## config.mk

```make
export PLATFORM = sky130hd
export DESIGN_NAME = vram_port_arbiter
export DESIGN_NICKNAME = d
export VERILOG_FILES = /design/src/rtl/vram_port_arbiter.sv
export SDC_FILE = /design/constraint.sdc
export NUM_CORES = 1
export LEC_CHECK = 0
export CELL_PAD_IN_SITES_DETAIL_PLACEMENT = 1
export CELL_PAD_IN_SITES_GLOBAL_PLACEMENT = 1
export CORE_AREA = 3 3 658 660
export CTS_CLUSTER_SIZE = 14
export DETAILED_ROUTE_END_ITERATION = 10
export DIE_AREA = 0 0 661 663
export PLACE_DENSITY = 0.3
export SYNTH_ARGS = -nofsm -noshare
export SYNTH_HDL_FRONTEND = slang
export SYNTH_SLANG_ARGS = --single-unit
export TNS_END_PERCENT = 30
```

## constraint.sdc

```tcl
create_clock -name clk -period 7.11 [get_ports clk]
set_input_delay 2.133 -clock clk [delete_from_list [all_inputs] [get_ports clk]]
set_output_delay 2.133 -clock clk [all_outputs]
set_load 0.05 [all_outputs]
```

## src/rtl/vram_port_arbiter.sv

```systemverilog
// vram_port_arbiter
//   Shares the single DATA_W-bit data-RAM port between the processor's vector
//   load/store path (CPU) and an external host/loader (HOST). Grants are
//   combinational and the RAM controls are muxed from the winner. Reads are
//   tagged with their owner in a RD_LAT-deep return pipeline so that each
//   return is steered to its issuer. host_lock fences the CPU out (after any
//   CPU reads already in flight have drained) for bulk load/readback.
//
// Ports
//   clk, reset                        clock, asynchronous active-high reset
//   cpu_*  (rden/wren/address/byteena/writedata -> gnt/rvalid/readdata)
//   host_* (same set for the host)
//   host_lock -> locked               exclusive host ownership request/status
//   ram_*                             RAM macro port (readdata is RD_LAT late)
module vram_port_arbiter #(
  parameter int ADDR_W = 14,
  parameter int DATA_W = 256,
  parameter int RD_LAT = 2
) (
  input  logic                  clk,
  input  logic                  reset,
  input  logic                  cpu_rden,
  input  logic                  cpu_wren,
  input  logic [ADDR_W-1:0]     cpu_address,
  input  logic [DATA_W/8-1:0]   cpu_byteena,
  input  logic [DATA_W-1:0]     cpu_writedata,
  output logic                  cpu_gnt,
  output logic                  cpu_rvalid,
  output logic [DATA_W-1:0]     cpu_readdata,
  input  logic                  host_rden,
  input  logic                  host_wren,
  input  logic [ADDR_W-1:0]     host_address,
  input  logic [DATA_W/8-1:0]   host_byteena,
  input  logic [DATA_W-1:0]     host_writedata,
  output logic                  host_gnt,
  output logic                  host_rvalid,
  output logic [DATA_W-1:0]     host_readdata,
  input  logic                  host_lock,
  output logic                  locked,
  output logic                  ram_rden,
  output logic                  ram_wren,
  output logic [ADDR_W-1:0]     ram_address,
  output logic [DATA_W/8-1:0]   ram_byteena,
  output logic [DATA_W-1:0]     ram_writedata,
  input  logic [DATA_W-1:0]     ram_readdata
);

  localparam logic OWN_CPU  = 1'b0;
  localparam logic OWN_HOST = 1'b1;

  typedef enum logic [1:0] {
    ST_SHARED = 2'd0,
    ST_DRAIN  = 2'd1,
    ST_LOCKED = 2'd2
  } state_t;

  state_t            state_q, state_d;
  logic              last_gnt_q, last_gnt_d;
  logic [RD_LAT-1:0] rv_valid_q, rv_valid_d;
  logic [RD_LAT-1:0] rv_owner_q, rv_owner_d;

  logic cpu_req;
  logic host_req;
  logic rd_issue;
  logic cpu_rd_pending;

  assign cpu_req  = cpu_rden | cpu_wren;
  assign host_req = host_rden | host_wren;

  // State register
  always_ff @(posedge clk or posedge reset) begin
    if (reset) begin
      state_q    <= ST_SHARED;
      last_gnt_q <= OWN_HOST;
      rv_valid_q <= '0;
      rv_owner_q <= '0;
    end else begin
      state_q    <= state_d;
      last_gnt_q <= last_gnt_d;
      rv_valid_q <= rv_valid_d;
      rv_owner_q <= rv_owner_d;
    end
  end

  // Next-state logic
  always_comb begin
    // A CPU read sitting in the last stage is being returned this cycle and
    // no longer counts as outstanding; only earlier stages and a read issued
    // right now keep the drain open.
    cpu_rd_pending = cpu_gnt & rd_issue;
    for (int i = 0; i < RD_LAT - 1; i++) begin
      cpu_rd_pending = cpu_rd_pending | (rv_valid_q[i] & (rv_owner_q[i] == OWN_CPU));
    end

    state_d = state_q;
    case (state_q)
      ST_SHARED: if (host_lock) state_d = ST_DRAIN;
      ST_DRAIN: begin
        if (!host_lock)          state_d = ST_SHARED;
        else if (!cpu_rd_pending) state_d = ST_LOCKED;
      end
      ST_LOCKED: if (!host_lock) state_d = ST_SHARED;
      default:   state_d = ST_SHARED;
    endcase

    last_gnt_d = last_gnt_q;
    if (cpu_gnt)       last_gnt_d = OWN_CPU;
    else if (host_gnt) last_gnt_d = OWN_HOST;

    rv_valid_d[0] = rd_issue;
    rv_owner_d[0] = host_gnt;
    for (int i = 1; i < RD_LAT; i++) begin
      rv_valid_d[i] = rv_valid_q[i-1];
      rv_owner_d[i] = rv_owner_q[i-1];
    end
  end

  // Output logic
  always_comb begin
    cpu_gnt  = 1'b0;
    host_gnt = 1'b0;
    // Grants are forced low while reset is held, regardless of requests.
    if (!reset) begin
      case (state_q)
        ST_SHARED: begin
          if (cpu_req && host_req) begin
            cpu_gnt  = (last_gnt_q == OWN_HOST);
            host_gnt = (last_gnt_q == OWN_CPU);
          end else begin
            cpu_gnt  = cpu_req;
            host_gnt = host_req;
          end
        end
        default: host_gnt = host_req;
      endcase
    end

    locked   = (state_q == ST_LOCKED);

    ram_rden = (cpu_gnt & cpu_rden) | (host_gnt & host_rden);
    ram_wren = (cpu_gnt & cpu_wren) | (host_gnt & host_wren);
    // rden together with wren is a write only, so it never enters the pipeline.
    rd_issue = ram_rden & ~ram_wren;

    ram_address   = host_gnt ? host_address   : cpu_address;
    ram_byteena   = host_gnt ? host_byteena   : cpu_byteena;
    ram_writedata = host_gnt ? host_writedata : cpu_writedata;
  end

  assign cpu_rvalid    = rv_valid_q[RD_LAT-1] & (rv_owner_q[RD_LAT-1] == OWN_CPU);
  assign host_rvalid   = rv_valid_q[RD_LAT-1] & (rv_owner_q[RD_LAT-1] == OWN_HOST);
  assign cpu_readdata  = ram_readdata;
  assign host_readdata = ram_readdata;

endmodule
```

==> metrics <==
status complete, no violations; CTS Sinks 7; period utilisation layout 0.975; Cells after Synth 887; flops & latches, synth 7; crit path from reset; simple-gate share of the synthesized area 0.0129; DP HPWL around 300 mm; Final min period 6.93 ns; Setup TNS 0 ns; Distinct cells, synth 31; Reg2Reg Depth 4; Post-DRT Antenna Nets 0; main combinational cell family by area after synthesis buffers and inverters; Root Buffer clkbuf_16; Post-synth top cells 512 x buf_4, 200 x mux2_1, 102 x mux2_2; share of layout cells above drive strength 1 0.348; Post-Synth XOR/XNOR Area 0; core footprint 427,000 um^2; Fmax achieved 144 MHz; reg2reg end rv_owner_q[0]; Worst Setup Path Type input pin to primary output; Critical Path AT 4.80 ns; synth warn 0; Die Wd 661 um; reg2reg start state_q[0]; via count 10,500; Worst Setup Start Kind input pin; Tightest Hold Check Type flop to flop; WL/cell about 45 um; post-synthesis cell area 7980 um^2; die area 438,000 um^2; WHS 0.371 ns; DRC viols 0; GRT overflow 0; proportion of synthesized area in mux cells 0.426; clock-pin transition on the worst setup and hold timing paths ~0.04 ns; largest net degree at the start of global routing 59; Avg Inst Size Synth approximately 9 um^2; Placed Instances 6,969; PortBufs 919; drt via density 1.50; sequential share of the synthesized area 0.0221; Least-Margin Pin Slew 0.874 ns; Max VDD drop 55.1 uV; CP Capture Type primary output; vias in the first global route ~10,000; WL final 314 mm; First-pass DRT Iterations 5; ys flop type dfrtp_1; initial antenna violation count about 280; Initial Util 0.0187; gpl congestion 0.863; area of the multi-input gates 3600 um^2; fin cells ~7,000; share of the synthesized area in the top cell type 0.481; num rows 240; R2R setup slack 5.62 ns; Max clock buf depth 2; CP max FO 58; clk_lat worst skew 0.23 ns; Compound-Gate Fraction of Synth Area 0.0111; number of synthesized flops with an enable pin 0; Die Height 663 um; top post-synthesis cells by area buf_4 48%, mux2_1 28%, mux2_2 14%; Layout area overhead 176%; Async S/R FF share, synth 1.00; CTS tree built; Synthesized Nets 1,754; Cell Pwr Density 146 nW/um^2; fill count 50,600; Synth Area in Adders 0; Final Net Count 2,154; Leak approximately 0.0062 uW; RSZ-0062 raised after global routing yes; first-pass GRT wire length 341 mm; sequential cell area roughly 180 um^2; Top Ports about 1,700; drt initial violations 646; Hold Violations, Final 0; max-slew violation count 0; htree depth 1; GRT Overall Usage 0.138; post-CTS setup buffer count 0; cts hold-fix bufs 0; Critical Path RT about 5 ns; clock buffer count from CTS 3; Max-Slew Margin vs Limit 0.416; MaxCap Viol Count 0; area leader, netlist buf_4; cell with the most instances after synthesis buf_4; crit path to ram_writedata[169]; Fin Clk Skew about 0.0010 ns; endpoints failing setup 0
==> cell usage in the layout, fill, tap and decap left out, drive strengths merged, types with 2 or more instances in the layout <==
master | netlist | layout
buf | 545 | 329
clkbuf | 1 | 4
clkdlybuf4s50 | 0 | 610
dfrtp | 6 | 6
diode | 0 | 29
dlygate4sd2 | 0 | 2
inv | 3 | 3
mux2 | 302 | 302
nand2b | 5 | 5
nor2 | 4 | 4
o21ai | 3 | 3
or2 | 2 | 2
==> sequential cells by signal, indices dropped and copies added, names as in the netlist <==
name        count
rv_valid_q      2
state_q         2
last_gnt_q      1
rv_owner_q      2
==> worst max-delay path, stage by stage <==
cell	delay, ns
clkdlybuf4s50_1	0.59
o21bai_1	0.32
a31oi_4	0.29
buf_12	0.30
mux2_1	0.67
buf_12	0.28
==> where the power goes <==
group	switching (uW)	internal [uW]
clock network	22.3	74.7
registers	12.2	49.5
logic	1910	1150
total	1940	1280
==> stage by stage <==
stage	util	setup slack (ns)	instance area (um^2)	total power (uW)
6_report	0.0515	0.177	22000	3220
5_1_grt	0.0514	-0.0111	22000	3360
4_1_cts	0.0514	0.00295	21900	3350
3_5_place_dp	0.0511	-0.324	21900	3230
3_3_place_gp	0.0511	-0.360	21800	3260
2_1_floorplan	-	1.26	7980	2090
==> per-layer routing <==
| layer | global-route usage | vias up | part of all wire |
|---|---|---|---|
| met5 | 0.0104 | - | 0.0036 |
| met4 | 0.00887 | 94 | 0.014 |
| met3 | 0.140 | 451 | 0.22 |
| met2 | 0.226 | 2035 | 0.45 |
| met1 | 0.123 | 4674 | 0.31 |
| li1 | - | 3279 | - |
==> final cells by class <==
type / count / share of cell area
Antenna cell: 29 / 0.00330
Sequential cell: 7 / 0.00801
Multi-Input combinational cell: 331 / 0.163
Tap cell: 5687 / 0.323
Timing Repair Buffer: 941 / 0.498
Clock buffer: 4 / 0.00358
Inverter: 3 / 0.000511
==> worst min-delay path by stage <==
stage / startpoint / end / cells past startpoint
2_1_floorplan: rv_owner_q[0] / rv_owner_q[1] / 0
3_3_place_gp: rv_owner_q[0] / rv_owner_q[1] / 0
3_5_place_dp: rv_owner_q[0] / rv_owner_q[1] / 0
4_1_cts: rv_owner_q[0] / rv_owner_q[1] / 0
5_1_grt: rv_owner_q[0] / rv_owner_q[1] / 0
6_report: rv_owner_q[0] / rv_owner_q[1] / 0
==> repair_timing <==
item                       4_1_cts  5_1_grt
gates resized for setup         15        0
gates cloned                     0        0
setup endpoints to repair      151        1
pin swaps                        0        0
==> cells by family (layout without fill, tap and decap cells) <==
group | after synthesis | after routing
AOI/OAI and AO/OA | 11 | 11
buffers and inverters | 549 | 948
other | 0 | 29
muxes | 302 | 302
DFF | 7 | 7
and+or+nand+nor | 18 | 18
Note: power is estimated with default switching activity, not from simulation.
